<file path="src/rtl/irq_controller.sv">
// irq_controller: 8-source priority interrupt controller with ack/eoi handshake and request timeout.
// Optional per-source mask register is built when IRQ_MASK_EN is defined.
module irq_controller #(
    parameter int TMO_CYCLES = 15
) (
    input  logic       clk,
    input  logic       rstN,
    input  logic [7:0] irq_in,
    input  logic       int_en,
    input  logic       ack,
    input  logic       eoi,
`ifdef IRQ_MASK_EN
    input  logic       mask_wr,
    input  logic [7:0] mask_data,
`endif
    output logic       irq_req,
    output logic [2:0] irq_vec,
    output logic [7:0] pending,
    output logic       busy,
    output logic       timeout
);
    typedef enum logic [1:0] {IDLE, REQ, SERVICE} state_t;

    localparam logic [7:0] TMO = 8'(TMO_CYCLES);

    state_t     state_q;
    logic [7:0] irq_q, pending_q, pending_d, eff, clr, cnt_q, cnt_inc;
    logic [2:0] vec_q, top;
    logic       irq_req_q, busy_q, timeout_q;

    assign cnt_inc = cnt_q + 8'd1;
    assign clr     = (state_q == REQ && ack) ? (8'd1 << vec_q) : 8'd0;

    // new rising edges win over the acknowledge clear of the same source
    assign pending_d = (pending_q & ~clr) | (irq_in & ~irq_q);

`ifdef IRQ_MASK_EN
    logic [7:0] mask_q;

    // mask register, all sources enabled out of reset
    always_ff @(posedge clk or negedge rstN) begin
        if (!rstN) mask_q <= 8'hFF;
        else if (mask_wr) mask_q <= mask_data;
    end

    assign eff = pending_q & mask_q;
`else
    assign eff = pending_q;
`endif

    // highest set index of the effective request vector
    always_comb begin
        top = 3'd0;
        for (int i = 0; i < 8; i++) if (eff[i]) top = 3'(i);
    end

    // input edge history and pending latch
    always_ff @(posedge clk or negedge rstN) begin
        if (!rstN) begin
            irq_q     <= 8'd0;
            pending_q <= 8'd0;
        end else begin
            irq_q     <= irq_in;
            pending_q <= pending_d;
        end
    end

    // request/service handshake FSM with registered outputs
    always_ff @(posedge clk or negedge rstN) begin
        if (!rstN) begin
            state_q   <= IDLE;
            vec_q     <= 3'd0;
            cnt_q     <= 8'd0;
            irq_req_q <= 1'b0;
            busy_q    <= 1'b0;
            timeout_q <= 1'b0;
        end else begin
            timeout_q <= 1'b0;
            case (state_q)
                IDLE: if (int_en && eff != 8'd0) begin
                    state_q   <= REQ;
                    vec_q     <= top;
                    cnt_q     <= 8'd0;
                    irq_req_q <= 1'b1;
                end
                REQ: if (ack) begin
                    state_q   <= SERVICE;
                    irq_req_q <= 1'b0;
                    busy_q    <= 1'b1;
                end else if (!int_en) begin
                    state_q   <= IDLE;
                    irq_req_q <= 1'b0;
                end else begin
                    cnt_q <= cnt_inc;
                    if (cnt_inc == TMO) begin
                        state_q   <= IDLE;
                        irq_req_q <= 1'b0;
                        timeout_q <= 1'b1;
                    end
                end
                SERVICE: if (eoi) begin
                    state_q <= IDLE;
                    busy_q  <= 1'b0;
                end
                default: state_q <= IDLE;
            endcase
        end
    end

    assign irq_req = irq_req_q;
    assign irq_vec = vec_q;
    assign pending = pending_q;
    assign busy    = busy_q;
    assign timeout = timeout_q;
endmodule

</file>
<file path="config.mk">
export PLATFORM = sky130hd
export DESIGN_NAME = irq_controller
export DESIGN_NICKNAME = d
export VERILOG_FILES = /design/src/rtl/irq_controller.sv
export SDC_FILE = /design/constraint.sdc
export NUM_CORES = 1
export LEC_CHECK = 0
export CAP_MARGIN = 20
export CORE_MARGIN = 3
export CORE_UTILIZATION = 45
export CTS_CLUSTER_SIZE = 30
export DETAILED_ROUTE_END_ITERATION = 7
export PLACE_DENSITY = 0.7
export SLEW_MARGIN = 30
export SYNTH_ARGS = -nofsm -noshare
export SYNTH_HDL_FRONTEND = slang
export SYNTH_SLANG_ARGS = --single-unit
</file>
<file path="constraint.sdc">
create_clock -name clk -period 3.2 [get_ports clk]
set_input_delay 0.64 -clock clk [delete_from_list [all_inputs] [get_ports clk]]
set_output_delay 0.64 -clock clk [all_outputs]
set_load 0.02 [all_outputs]
</file>
==> metrics <==
run status complete, no violations; # nets final 182; Clock Tree Root clkbuf_4; dpl hpwl 2077 um; Worst-Margin Slew 628.3 ps; Synth Area per Inst 10.85 sq um; CP Cell Sequence clkdlybuf4s50_1; Port Buffers 26; crit path kind reg2out; Post-CTS Setup Inserts 0; source-to-sink clock delay at the later pin of the worst-skew pair 330 ps; crit-path leading delay family buffers and inverters; Slowest-stage cell, CP clkdlybuf4s50_1; CTS Buf Count 5; power density cells 589.9 nW/um^2; # DRC 0; clock network power share 31.1%; Internal Power 0.0007760 W; initial antenna violation count 0; n_diodes 0; WP buf/inv 1; Wirelength per Cell 13.40 um; crit path capture type primary output; most frequent cells after synthesis dfrtp_1, o21ai_0, inv_1; RSZ-0062 raised after global routing no; core area 3078 sq um; Synth Instances 136; Crit Path Max Fanout 7; switch share 29.49%; setup tns final 0 ps; min setup slack post-route 1065 ps; async set-or-reset flop fraction in the synthesized netlist 100.0%; H-tree lvl count 2; critical path startpoint category flip-flop; vias per cell 5.170; Largest stage delay, worst path 660 ps; cts repair resizes 0; most common cell in the netlist dfrtp_1; gr ovfl total 0; DRT Wirelength 2841 um; CTS clk-pin slew, worst paths 100 ps; combinational power share 22.2%; clock skew 13.84 ps; initial drt markers 56; CTS tree yes; Overall Global Routing Usage 16.97%; Psw 0.0003245 W; Die Y 63.26 um; io pins 27; area share of the largest cell type after synthesis 54.28%; Worst slew margin 58.04%; FF+latch count, synth 32; post-route antenna net violation count 0; initial core utilization 47.93%; Cell Count, Final, Fillers Out 212; data required time of the worst path 2560 ps; Place WS 772.9 ps; cell total after placement 204; Seq pwr share 46.7%; cell area after synthesis 1475 sq um; syn_nets 151; Die Wd 63.26 um; die area 4001 sq um; share of layout cells above drive strength 1 13.10%; Sink Count 32; Max Slew Vio Count 0; Final Cycle Share 66.72%; first-pass GRT wire length 5244 um; DRT Pass-1 Iters 4; Synth-to-Final Area Change 26.46%; Main synth FF type dfrtp_1; top cells by area, synth dfrtp_1, o21ai_0, inv_1, nor2_1, nand2_1; Max Cap Violations 0; Distinct cells, synth 39; maximum vdd drop 0.3597 mV; Setup Viol. Count Final 0; crit path DAT 1490 ps; Yosys warning total 0; DP Area 1770 sq um; Synth area leader dfrtp_1; maximum buffer depth of the clock tree 2; HP Class reg2reg; static leakage 0.7990 nW; total number of vias 1096; row count 20; vias in the first global route 1109; Seq/Total Area, Yosys 54.28%; final hold vios 0; Tot Pwr 0.001100 W; final instance area 1866 sq um; Max Fclk 468.4 MHz; largest net degree at the start of global routing 33; Hold Buf Count CTS 0; EDFF count, synth 0; Final GP Congestion 0.7679; min Tclk post-route 2135 ps
## layout make-up
cell class,instances,area (sq um)
Sequential cell,32,800.8
Clock inverter,1,30.03
Fill cell,282,1212
Tap cell,44,55.05
Multi-Input combinational cell,87,594.3
Clock buffer,7,65.06
Timing Repair Buffer,27,267.8
Inverter,14,52.55
## stage by stage
| stage | hold WS (ps) | util, % |
|---|---|---|
| 2_1_floorplan | 344.4 | - |
| 3_3_place_gp | 404.3 | 57.52 |
| 3_5_place_dp | 411.0 | 57.52 |
| 4_1_cts | 425.2 | 60.61 |
| 5_1_grt | 439.0 | 60.61 |
| 6_report | 422.6 | 60.61 |
## power by group through the flow
stage / sequential [W] / combinational, W / clock [W]
3_3_place_gp: 0.000520 / 0.000240 / 0
2_1_floorplan: 0.000536 / 0.000126 / 0
5_1_grt: 0.000525 / 0.000274 / 0.000371
3_5_place_dp: 0.000521 / 0.000245 / 0
4_1_cts: 0.000513 / 0.000247 / 0.000351
6_report: 0.000514 / 0.000244 / 0.000342
## sequential cells by signal (all words and copies together), names as in the netlist
name,count
state_q,2
timeout,1
irq_req,1
pending,8
irq_vec,3
cnt_q,8
irq_q,8
busy,1
## per-layer routing
| layer | up-vias | GRT usage [%] | part of all wire, % |
|---|---|---|---|
| li1 | 539 | - | - |
| met1 | 524 | 23.01 | 48 |
| met2 | 27 | 23.45 | 43 |
| met3 | 6 | 8.021 | 7.6 |
| met4 | 0 | 6.469 | 2.1 |
| met5 | - | 0 | 0 |
## cells in the final DEF (no fill, tap or decap), types with 2 or more instances in the layout
master           instances
o31ai_1                  2
nand2_1                  7
a31oi_1                  2
nand3_1                  4
a21oi_1                  5
dfrtp_1                 32
xor2_1                   3
nor4_1                   2
o21ai_0                 19
nand2b_1                 3
xnor2_1                  2
nor3_1                   2
ha_1                     2
a22o_1                   3
clkdlybuf4s50_1         26
inv_1                   13
o2bb2ai_1                2
clkbuf_4                 5
nor2_1                  10
clkbuf_8                 2
## final timing paths
| kind | from | end | slack [ps] | cells past startpoint |
|---|---|---|---|---|
| setup reg to reg | state_q[1]$_DFFE_PN0P_ | cnt_q[0]$_DFFE_PN0P_ | 1390 | 4 |
| setup / recovery | irq_vec[1]$_DFFE_PN0P_ | irq_vec[1] | 1070 | 1 |
| hold reg to reg | irq_q[0]$_DFF_PN0_ | pending[0]$_DFF_PN0_ | 420 | 1 |
| max in group asynchronous | rstN | cnt_q[2]$_DFFE_PN0P_ | 2220 | 2 |
| hold / removal | irq_q[0]$_DFF_PN0_ | pending[0]$_DFF_PN0_ | 420 | 1 |
| min in group asynchronous | rstN | pending[0]$_DFF_PN0_ | 680 | 2 |
## cell families after synthesis
| group | count (synthesis) | share of synthesized area (%) |
|---|---|---|
| compound gates | 39 | 16.54 |
| simple gates | 38 | 15.78 |
| flops | 32 | 54.28 |
| buf+inv | 17 | 5.428 |
| xor+xnor | 5 | 2.969 |
| mux | 3 | 3.307 |
| fa+ha+maj | 2 | 1.696 |
Power figures use the tool's default switching activity.
